**config.mk**
```make
export PLATFORM = sky130hd
export DESIGN_NAME = uart_cmd_decoder
export DESIGN_NICKNAME = d
export VERILOG_FILES = /design/src/rtl/uart_cmd_pkg.sv /design/src/rtl/uart_cmd_timer.sv /design/src/rtl/uart_cmd_decoder.sv
export SDC_FILE = /design/constraint.sdc
export NUM_CORES = 1
export LEC_CHECK = 0
export BUFFER_PORTS_ARGS = -buffer_cell sky130_fd_sc_hd__buf_4
export CAP_MARGIN = 20
export CORE_MARGIN = 3
export CORE_UTILIZATION = 40
export DETAILED_ROUTE_END_ITERATION = 10
export GPL_TIMING_DRIVEN = 0
export REMOVE_ABC_BUFFERS = 1
export SLEW_MARGIN = 30
export SYNTH_ARGS = -nofsm -noshare
export SYNTH_HDL_FRONTEND = slang
export SYNTH_SLANG_ARGS = --single-unit
```
**constraint.sdc**
```tcl
create_clock -name clk -period 3.9 [get_ports clk]
set_input_delay 0.195 -clock clk [delete_from_list [all_inputs] [get_ports clk]]
set_output_delay 0.195 -clock clk [all_outputs]
set_load 0.01 [all_outputs]
```
**src/rtl/uart_cmd_pkg.sv**
```systemverilog
// Shared constants, state encoding and byte-classification helpers for uart_cmd_decoder.
// The ACK state exists only when UART_CMD_ACK_EN is defined.
package uart_cmd_pkg;

  localparam logic [7:0] OPC_CAR_U  = 8'h43;
  localparam logic [7:0] OPC_CAR_L  = 8'h63;
  localparam logic [7:0] OPC_UP_U   = 8'h55;
  localparam logic [7:0] OPC_UP_L   = 8'h75;
  localparam logic [7:0] OPC_DOWN_U = 8'h44;
  localparam logic [7:0] OPC_DOWN_L = 8'h64;

  localparam logic [7:0] CH_CR     = 8'h0D;
  localparam logic [7:0] CH_LF     = 8'h0A;
  localparam logic [7:0] CH_SP     = 8'h20;
  localparam logic [7:0] CH_ACK    = 8'h21;
  localparam logic [7:0] CH_NAK    = 8'h3F;
  localparam logic [7:0] CH_DIGIT1 = 8'h31;

  localparam int unsigned BITS_PER_CHAR = 10;
  localparam int unsigned TMR_W         = 32;

  typedef enum logic [1:0] {
    ST_IDLE       = 2'd0,
    ST_WAIT_FLOOR = 2'd1,
    ST_EXEC       = 2'd2
`ifdef UART_CMD_ACK_EN
    ,
    ST_ACK        = 2'd3
`endif
  } state_t;

  typedef enum logic [1:0] {
    OP_NONE = 2'd0,
    OP_CAR  = 2'd1,
    OP_UP   = 2'd2,
    OP_DOWN = 2'd3
  } op_t;

  function automatic op_t decode_op(input logic [7:0] b);
    case (b)
      OPC_CAR_U,  OPC_CAR_L:  decode_op = OP_CAR;
      OPC_UP_U,   OPC_UP_L:   decode_op = OP_UP;
      OPC_DOWN_U, OPC_DOWN_L: decode_op = OP_DOWN;
      default:                decode_op = OP_NONE;
    endcase
  endfunction

  function automatic logic is_filler(input logic [7:0] b);
    return (b == CH_CR) || (b == CH_LF) || (b == CH_SP);
  endfunction

endpackage

```
**src/rtl/uart_cmd_timer.sv**
```systemverilog
// Loadable down-counter; expiry is flagged while armed and the count has reached zero.
module uart_cmd_timer
  import uart_cmd_pkg::*;
#(
  parameter int unsigned LOAD_VAL = 1000
) (
  input  logic clk,
  input  logic reset,
  input  logic i_load,
  input  logic i_clear,
  output logic o_expired_c
);

  logic [TMR_W-1:0] r_count;
  logic             r_armed;

  // Load wins over clear; an armed counter holds at zero until cleared.
  always_ff @(posedge clk) begin
    if (reset) begin
      r_count <= '0;
      r_armed <= 1'b0;
    end else if (i_load) begin
      r_count <= TMR_W'(LOAD_VAL);
      r_armed <= 1'b1;
    end else if (i_clear) begin
      r_count <= '0;
      r_armed <= 1'b0;
    end else if (r_armed && (r_count != '0)) begin
      r_count <= r_count - TMR_W'(1);
    end
  end

  assign o_expired_c = r_armed && (r_count == '0);

endmodule

```
**src/rtl/uart_cmd_decoder.sv**
```systemverilog
// Two-byte ASCII command parser (opcode + floor digit) producing one-cycle call pulses.
// Define UART_CMD_ACK_EN to add the tx acknowledge port and ACK state.
module uart_cmd_decoder
  import uart_cmd_pkg::*;
#(
  parameter int unsigned CLKFRQ        = 100000000,
  parameter int unsigned BAUDRATE      = 9600,
  parameter int unsigned FLOORS        = 7,
  parameter int unsigned TIMEOUT_CHARS = 16
) (
  input  logic              clk,
  input  logic              reset,
  input  logic [7:0]        rx_data,
  input  logic              rx_valid,
  output logic [FLOORS-1:0] car_call,
  output logic [FLOORS-1:0] hall_up,
  output logic [FLOORS-1:0] hall_down,
  output logic              cmd_error,
`ifdef UART_CMD_ACK_EN
  output logic [7:0]        tx_data,
  output logic              tx_en,
  input  logic              tx_ready,
`endif
  output logic              busy
);

  localparam int unsigned TIMEOUT_CYCLES = TIMEOUT_CHARS * BITS_PER_CHAR * (CLKFRQ / BAUDRATE);

  state_t            r_state, w_next_state;
  op_t               r_op, w_op_next, w_rx_op;
  logic [3:0]        r_floor, w_floor_next, w_digit_idx;
  logic [FLOORS-1:0] r_car, r_up, r_down, w_car, w_up, w_down;
  logic              r_err, r_busy;
  logic              w_fire, w_err, w_timer_load, w_timer_clear, w_expired;
  logic              w_digit_ok, w_dir_ok;
`ifdef UART_CMD_ACK_EN
  logic [7:0]        r_ack_char, w_ack_char_next;
`endif

  uart_cmd_timer #(.LOAD_VAL(TIMEOUT_CYCLES)) u_timer (
    .clk         (clk),
    .reset       (reset),
    .i_load      (w_timer_load),
    .i_clear     (w_timer_clear),
    .o_expired_c (w_expired)
  );

  // Byte classification; direction check rejects up from the top floor and down from floor 1.
  assign w_rx_op     = decode_op(rx_data);
  assign w_digit_idx = 4'(rx_data - CH_DIGIT1);
  assign w_digit_ok  = (rx_data >= CH_DIGIT1) && (rx_data <= 8'(8'h30 + FLOORS));
  assign w_dir_ok    = !(((r_op == OP_UP) && (w_digit_idx == 4'(FLOORS - 1))) ||
                         ((r_op == OP_DOWN) && (w_digit_idx == 4'd0)));

  always_ff @(posedge clk) begin
    if (reset) begin
      r_state    <= ST_IDLE;
      r_op       <= OP_NONE;
      r_floor    <= '0;
      r_car      <= '0;
      r_up       <= '0;
      r_down     <= '0;
      r_err      <= 1'b0;
      r_busy     <= 1'b0;
`ifdef UART_CMD_ACK_EN
      r_ack_char <= '0;
`endif
    end else begin
      r_state    <= w_next_state;
      r_op       <= w_op_next;
      r_floor    <= w_floor_next;
      r_car      <= w_car;
      r_up       <= w_up;
      r_down     <= w_down;
      r_err      <= w_err;
      r_busy     <= (w_next_state != ST_IDLE);
`ifdef UART_CMD_ACK_EN
      r_ack_char <= w_ack_char_next;
`endif
    end
  end

  always_comb begin
    w_next_state  = r_state;
    w_op_next     = r_op;
    w_floor_next  = r_floor;
    w_fire        = 1'b0;
    w_err         = 1'b0;
    w_timer_load  = 1'b0;
    w_timer_clear = 1'b0;
`ifdef UART_CMD_ACK_EN
    w_ack_char_next = r_ack_char;
`endif
    case (r_state)
      ST_IDLE: begin
        if (rx_valid) begin
          if (w_rx_op != OP_NONE) begin
            w_op_next    = w_rx_op;
            w_next_state = ST_WAIT_FLOOR;
            w_timer_load = 1'b1;
          end else if (!is_filler(rx_data)) begin
            w_err = 1'b1;
          end
        end
      end
      ST_WAIT_FLOOR: begin
        // A byte in the expiry cycle takes precedence over the timeout.
        if (rx_valid) begin
          w_timer_clear = 1'b1;
          if (w_digit_ok && w_dir_ok) begin
            w_floor_next = w_digit_idx;
            w_fire       = 1'b1;
            w_next_state = ST_EXEC;
          end else begin
            w_err = 1'b1;
          end
        end else if (w_expired) begin
          w_timer_clear = 1'b1;
          w_err         = 1'b1;
        end
      end
      ST_EXEC: begin
`ifdef UART_CMD_ACK_EN
        w_next_state    = ST_ACK;
        w_ack_char_next = CH_ACK;
`else
        w_next_state    = ST_IDLE;
`endif
      end
`ifdef UART_CMD_ACK_EN
      ST_ACK: begin
        if (tx_ready) w_next_state = ST_IDLE;
      end
`endif
      default: w_next_state = ST_IDLE;
    endcase
    if (w_err) begin
`ifdef UART_CMD_ACK_EN
      w_next_state    = ST_ACK;
      w_ack_char_next = CH_NAK;
`else
      w_next_state    = ST_IDLE;
`endif
    end
  end

  // Request vectors are computed alongside the EXEC transition and registered into EXEC.
  always_comb begin
    w_car  = '0;
    w_up   = '0;
    w_down = '0;
    if (w_fire) begin
      case (r_op)
        OP_CAR:  w_car  = FLOORS'(1) << w_floor_next;
        OP_UP:   w_up   = FLOORS'(1) << w_floor_next;
        OP_DOWN: w_down = FLOORS'(1) << w_floor_next;
        default: ;
      endcase
    end
  end

  assign car_call  = r_car;
  assign hall_up   = r_up;
  assign hall_down = r_down;
  assign cmd_error = r_err;
  assign busy      = r_busy;

`ifdef UART_CMD_ACK_EN
  // Send request is gated by the sender's ready so it can only fire in an accepted cycle.
  assign tx_data = r_ack_char;
  assign tx_en   = (r_state == ST_ACK) && tx_ready;
`endif

endmodule

```
# Word level (Yosys, flattened, before mapping)
# Cells that the tools add are included.
[word_totals]
ff_bits = 64
latch_bits = 0
mem_bits_rw = 0
rom_bits = 0
inputBits = 11
output_inout_bits = 23
wordCells = 90
mem_count = 0
[op_classes]
n_addsub = 2
multipliers = 0
n_div = 0
order_cmp = 2
eq_ne = 14
shifts = 1
n_mux = 30
bitwise = 4
reduce_logical = 26
[ops]
columns = ["op", "count"]
rows = [
  ["two-way mux 21 bit", 3],
  ["== test 8 x 7 -> 1 bit (second input constant)", 6],
  ["zero test 32 bit", 1],
  ["nonzero test 32 bit", 1],
  ["subtractor 32 x 1 -> 32 bit (second input constant)", 1],
  ["== test 8 x 4 -> 1 bit (second input constant)", 2],
  ["two-way mux 1 bit", 16],
  ["two-way mux 4 bit", 3],
  ["OR reduction 3 bit", 4],
  ["two-way mux 2 bit", 5],
  ["== test 8 x 6 -> 1 bit (second input constant)", 1],
  [">= comparator 8 x 6 -> 1 bit (second input constant)", 1],
  ["less-or-equal comparator 8 x 6 -> 1 bit (second input constant)", 1],
  ["<< shifter 1 x 4 -> 7 bit (first input constant)", 1],
  ["logical AND 1 bit", 6],
  ["one-hot mux 2 bit (3 select lines)", 1],
  ["nonzero test 2 bit", 3],
  ["OR reduction 2 bit", 3],
  ["== test 2 x 1 -> 1 bit (second input constant)", 2],
  ["== test 2 bit (second input constant)", 2],
  ["== test 4 x 3 -> 1 bit (second input constant)", 1],
  ["zero test 4 bit", 1],
  ["NOT 1 bit", 4],
  ["one-hot mux 2 bit (2 select lines)", 1],
  ["other kinds (7)", 9],
]

# Logic depth before layout (Yosys ltp)
[depth]
depth_word = 11
ltp_mapped = 9
mapped_depth_nobuf = 7

# Modules after synthesis
# Synthesis repeated with hierarchy kept, for this count alone.
[unflattened]
hier_cells = 346
hier_area_um2 = 3004.1
[modules_own_cells]
columns = ["module", "n_inst", "cells_per_inst", "area_per_inst_um2"]
rows = [
  ["uart_cmd_timer", 1, 220, 1838.0],
  ["uart_cmd_decoder", 1, 126, 1166.1],
]

# Worst setup path before layout
# No wires, ideal clock.
[synth_timing]
kind = "reg2reg"
from = "register u_timer.r_count[3]"
to = "register u_timer.r_count[29]"
setup_time_ns = 0.070
t_arrival_ns = 2.113
t_required_ns = 3.830
setup_slack_ns = 1.718
path_stages_with_launch = 7
path_buffers = 1
period_less_slack_ns = 2.182
path_cell_list = "dfxtp_1 > or4b_4 > buf_6 > nor4_4 > nand4bb_2 > or4_1 > a21oi_1"
[synth_via]
elab_chain_len = 6
[synth_lines]
columns = ["element", "line_no", "text"]
rows = [
  ["start, declared", "uart_cmd_timer.sv:14", "logic [TMR_W-1:0] r_count;"],
  ["start signal, assigned", "uart_cmd_timer.sv:23", "r_count <= TMR_W'(LOAD_VAL);"],
  ["start signal, assigned", "uart_cmd_timer.sv:29", "r_count <= r_count - TMR_W'(1);"],
  ["branches (longest 6 deep; another with subtractor 32 x 1 -> 32 bit)", "--", ""],
]
# Parallel ways; which one is timed is not known.
# A chain may end at the register's enable or synchronous reset.

# Worst setup path in the final report
[layout_timing]
from = "register u_timer.r_count[0]"
to = "register u_timer.r_count[8]"
# Same word-level chain as after synthesis.

==> results.md <==
* Synthesized flop and latch total at 60
* Max-cap violations at 0
* Placed insts at 410
* Final Hold Viols at 0
* PortBufs at 33
* Hold crit path type: in -> reg
* Prevailing post-synth register cell: dfxtp_1
* Drt wl/cell at 13.9 um
* Crit-path leading delay family: simple AND/OR/NAND/NOR gates
* Row count at 29
* Share of post-route cells with drive strength above 1 at 18.3%
* Met1 wire length at 2930 um
* CP endpoint kind: flop
* Antenna violations before repair at 0
* Net total in the final layout at 361
* Initial Utilization at 42.4%
* P per Cell Area at 401 nW/um2
* DRC at 0
* Max FO, Critical Path at 24
* Largest net degree at the start of global routing at 25
* Max frequency at 335 MHz
* Setup TNS at 0 ns
* Synth-to-layout area growth at 18.5%
* Post-CTS sizing at 0
* Vias post-DR at 2330
* # clock sinks at 60
* Seq/Total Area, Yosys at 43.4%
* Status: finished clean
* WP data required at 4.13 ns
* Final ANT Viol Nets at 0
* GRT overflow at 0
* Crit path launch type: flop
* Initial DRC count at 159
* Unrepaired setup endpoints after global routing: no
* Die H at 89.2 um
* Final WS setup at 0.914 ns
* Fin crit share at 76.6%
* Max stage delay cell, worst path: or4b_1
* Worst path max stage delay at 0.74 ns
* H-tree levels at 3
* Count of cell types in the netlist at 47
* Die area at 7950 um2
* Final setup fails at 0
* Clock Tree Buf Depth at 2
* Final min period at 2.99 ns
* Ys Warns at 0
* Max VDD drop at 0.179 mV
* Worst Path Buf+Inv at 1
* Post-synth ARST share at 0%
* Pins Over Slew Limit at 0
* Max-slew headroom at 43.0%
* Drt pass-1 iters at 4
* Arrival time at the worst endpoint at 3.22 ns
* CTS tree: done
* Worst Max-Slew Pin Slew at 0.855 ns
* Final Skew at 0.00784 ns
* Clock transition at path regs at 0.07 ns
* Gr usage total at 16.4%
* Fillers at 620
* Worst Setup Path Type: reg -> reg
* WL met2 at 2740 um
* Pleak at 1.26 nW
* Die W at 89.2 um
* Worst-Skew Late Latency at 0.34 ns
* Root Buffer: clkbuf_8
* GPL Wtd Cong at 0.724
* Setup WS pre-CTS at 0.843 ns
* DRT Wirelength at 5930 um
* Mean Syn Cell Area at 8.87 um2
* Synthesized cell area at 2770 um2
* Max layer used: met4
* Vias in the first global route at 2101
* Finished Layout Cells at 426
* CTS Buf Count at 9
* Post-CTS Setup Bufs at 0
* HPWL after detailed placement at 4180 um
* Routed vias/inst at 5.47
* Core footprint at 6530 um2
* Crit path cell chain: inv_1, ha_1, nor3b_1, nand4_1, nor4_1, or4b_1, o21ba_2
* I/O pins at 34
* Cells after Synth at 312
* ANT cells at 0
* CTS Hold Bufs at 0
* First-pass GRT wire length at 9960 um
* Met3 routed WL at 182 um
* Post-synth EDFFs at 0
## worst reg2reg max path, cell delays in order (launching register included)
cell     delay [ns]
dfxtp_1        0.33
inv_1          0.11
ha_1           0.15
nor3b_1        0.30
nand4_1        0.49
nor4_1         0.50
or4b_1         0.74
o21ba_2        0.26
## cell type report
| cell class | count | area [um2] | share of cell area, % |
|---|---|---|---|
| tap | 77 | 96.3 | 2.94 |
| clock inverter | 7 | 101 | 3.09 |
| sequential | 60 | 1200 | 36.6 |
| multi-input combinational | 228 | 1460 | 44.6 |
| inverter | 12 | 45.0 | 1.37 |
| timing repair buffer | 33 | 248 | 7.56 |
| clock buffer | 9 | 124 | 3.78 |
## cell usage after synthesis (2+ instances only)
cell type  instances  area [um2]
a21oi_1           21         105
a31o_2             2        17.5
a31oi_1            4        25.0
buf_2              4        20.0
clkbuf_1           7        26.3
dfxtp_1           60        1200
ha_1               6        75.1
inv_1             12        45.0
nand2_1           15        56.3
nand2b_1           8        50.1
nand3_1            2        10.0
nand4_1            9        56.3
nand4b_1           3        26.3
nor2_1            33         124
nor3_1            16        80.1
nor3b_1            2        15.0
nor4_1            11        68.8
nor4_4             2        42.5
o211ai_1           6        45.0
o21a_1             3        22.5
o21ai_0           11        55.1
o21ai_1            2        10.0
o31ai_1           10        75.1
or2_2              4        25.0
or3_1             15        93.8
or4_1             11        82.6
or4b_1             2        20.0
xnor2_1            3        26.3
xor2_1            10        87.6
## sequential cells by signal (all words and copies together), names as in the netlist
| register | cells |
|---|---|
| hall_up | 7 |
| r_state | 2 |
| u_timer.r_armed | 1 |
| car_call | 7 |
| cmd_error | 1 |
| hall_down | 7 |
| u_timer.r_count | 32 |
| busy | 1 |
| r_op | 2 |
## worst paths after layout
check | startpoint | to | slack (ns) | cells past startpoint
max | u_timer.r_count[0] | u_timer.r_count[8] | 0.91 | 7
max reg2reg | u_timer.r_count[0] | u_timer.r_count[8] | 0.91 | 7
min reg2reg | r_state[1] | r_state[0] | 0.48 | 1
min | reset | r_op[1] | 0.08 | 2
## through the flow
step	util, %	cell area [um2]	hold slack (ns)	total power, W
floorplan	-	2710	0.264	0.000674
global placement	46.7	3050	0.429	0.000702
detailed placement	46.7	3050	0.428	0.000702
CTS	50.2	3280	0.0661	0.00133
global route	50.2	3280	0.0746	0.00137
finish	50.2	3280	0.0765	0.00131
## routing by layer
layer | global-route usage, % | vias up
met2 | 23.3 | 36
met3 | 4.70 | 9
met1 | 23.3 | 1058
met4 | 6.09 | 0
met5 | 0 | -
li1 | - | 1227
## cells in the final DEF, fill, tap and decap left out, types with 3 or more instances in the layout
| cell type | instances |
|---|---|
| xor2_1 | 10 |
| a31oi_1 | 4 |
| o21a_1 | 3 |
| or3_1 | 15 |
| or2_2 | 4 |
| o31ai_1 | 10 |
| inv_1 | 12 |
| ha_1 | 6 |
| buf_4 | 33 |
| or4_1 | 11 |
| dfxtp_1 | 60 |
| nand2b_1 | 8 |
| nand2_1 | 15 |
| nand4b_1 | 3 |
| o21ai_0 | 11 |
| nor3_1 | 16 |
| xnor2_1 | 3 |
| nor4_1 | 11 |
| o211ai_1 | 6 |
| clkbuf_8 | 9 |
| nor2_1 | 33 |
| nand4_1 | 9 |
| clkinv_4 | 3 |
| a21oi_1 | 21 |
## where the power goes
part           leakage [nW]   total, W  internal (W)  switching [W]
Clock                 0.106   0.000626      0.000362       0.000264
Combinational         0.667  0.0000707     0.0000256      0.0000451
Sequential            0.483   0.000616      0.000615     0.00000188
## kinds of logic (layout without fill, tap and decap cells)
kind of cell / Yosys count / after routing / synth area share, %
compound gates: 67 / 67 / 15.5
xor+xnor: 14 / 14 / 4.70
fa+ha+maj: 6 / 6 / 2.71
buf+inv: 24 / 61 / 3.71
flops: 60 / 60 / 43.4
mux: 1 / 1 / 0.362
simple gates: 140 / 140 / 29.6
Power figures use the tool's default switching activity.
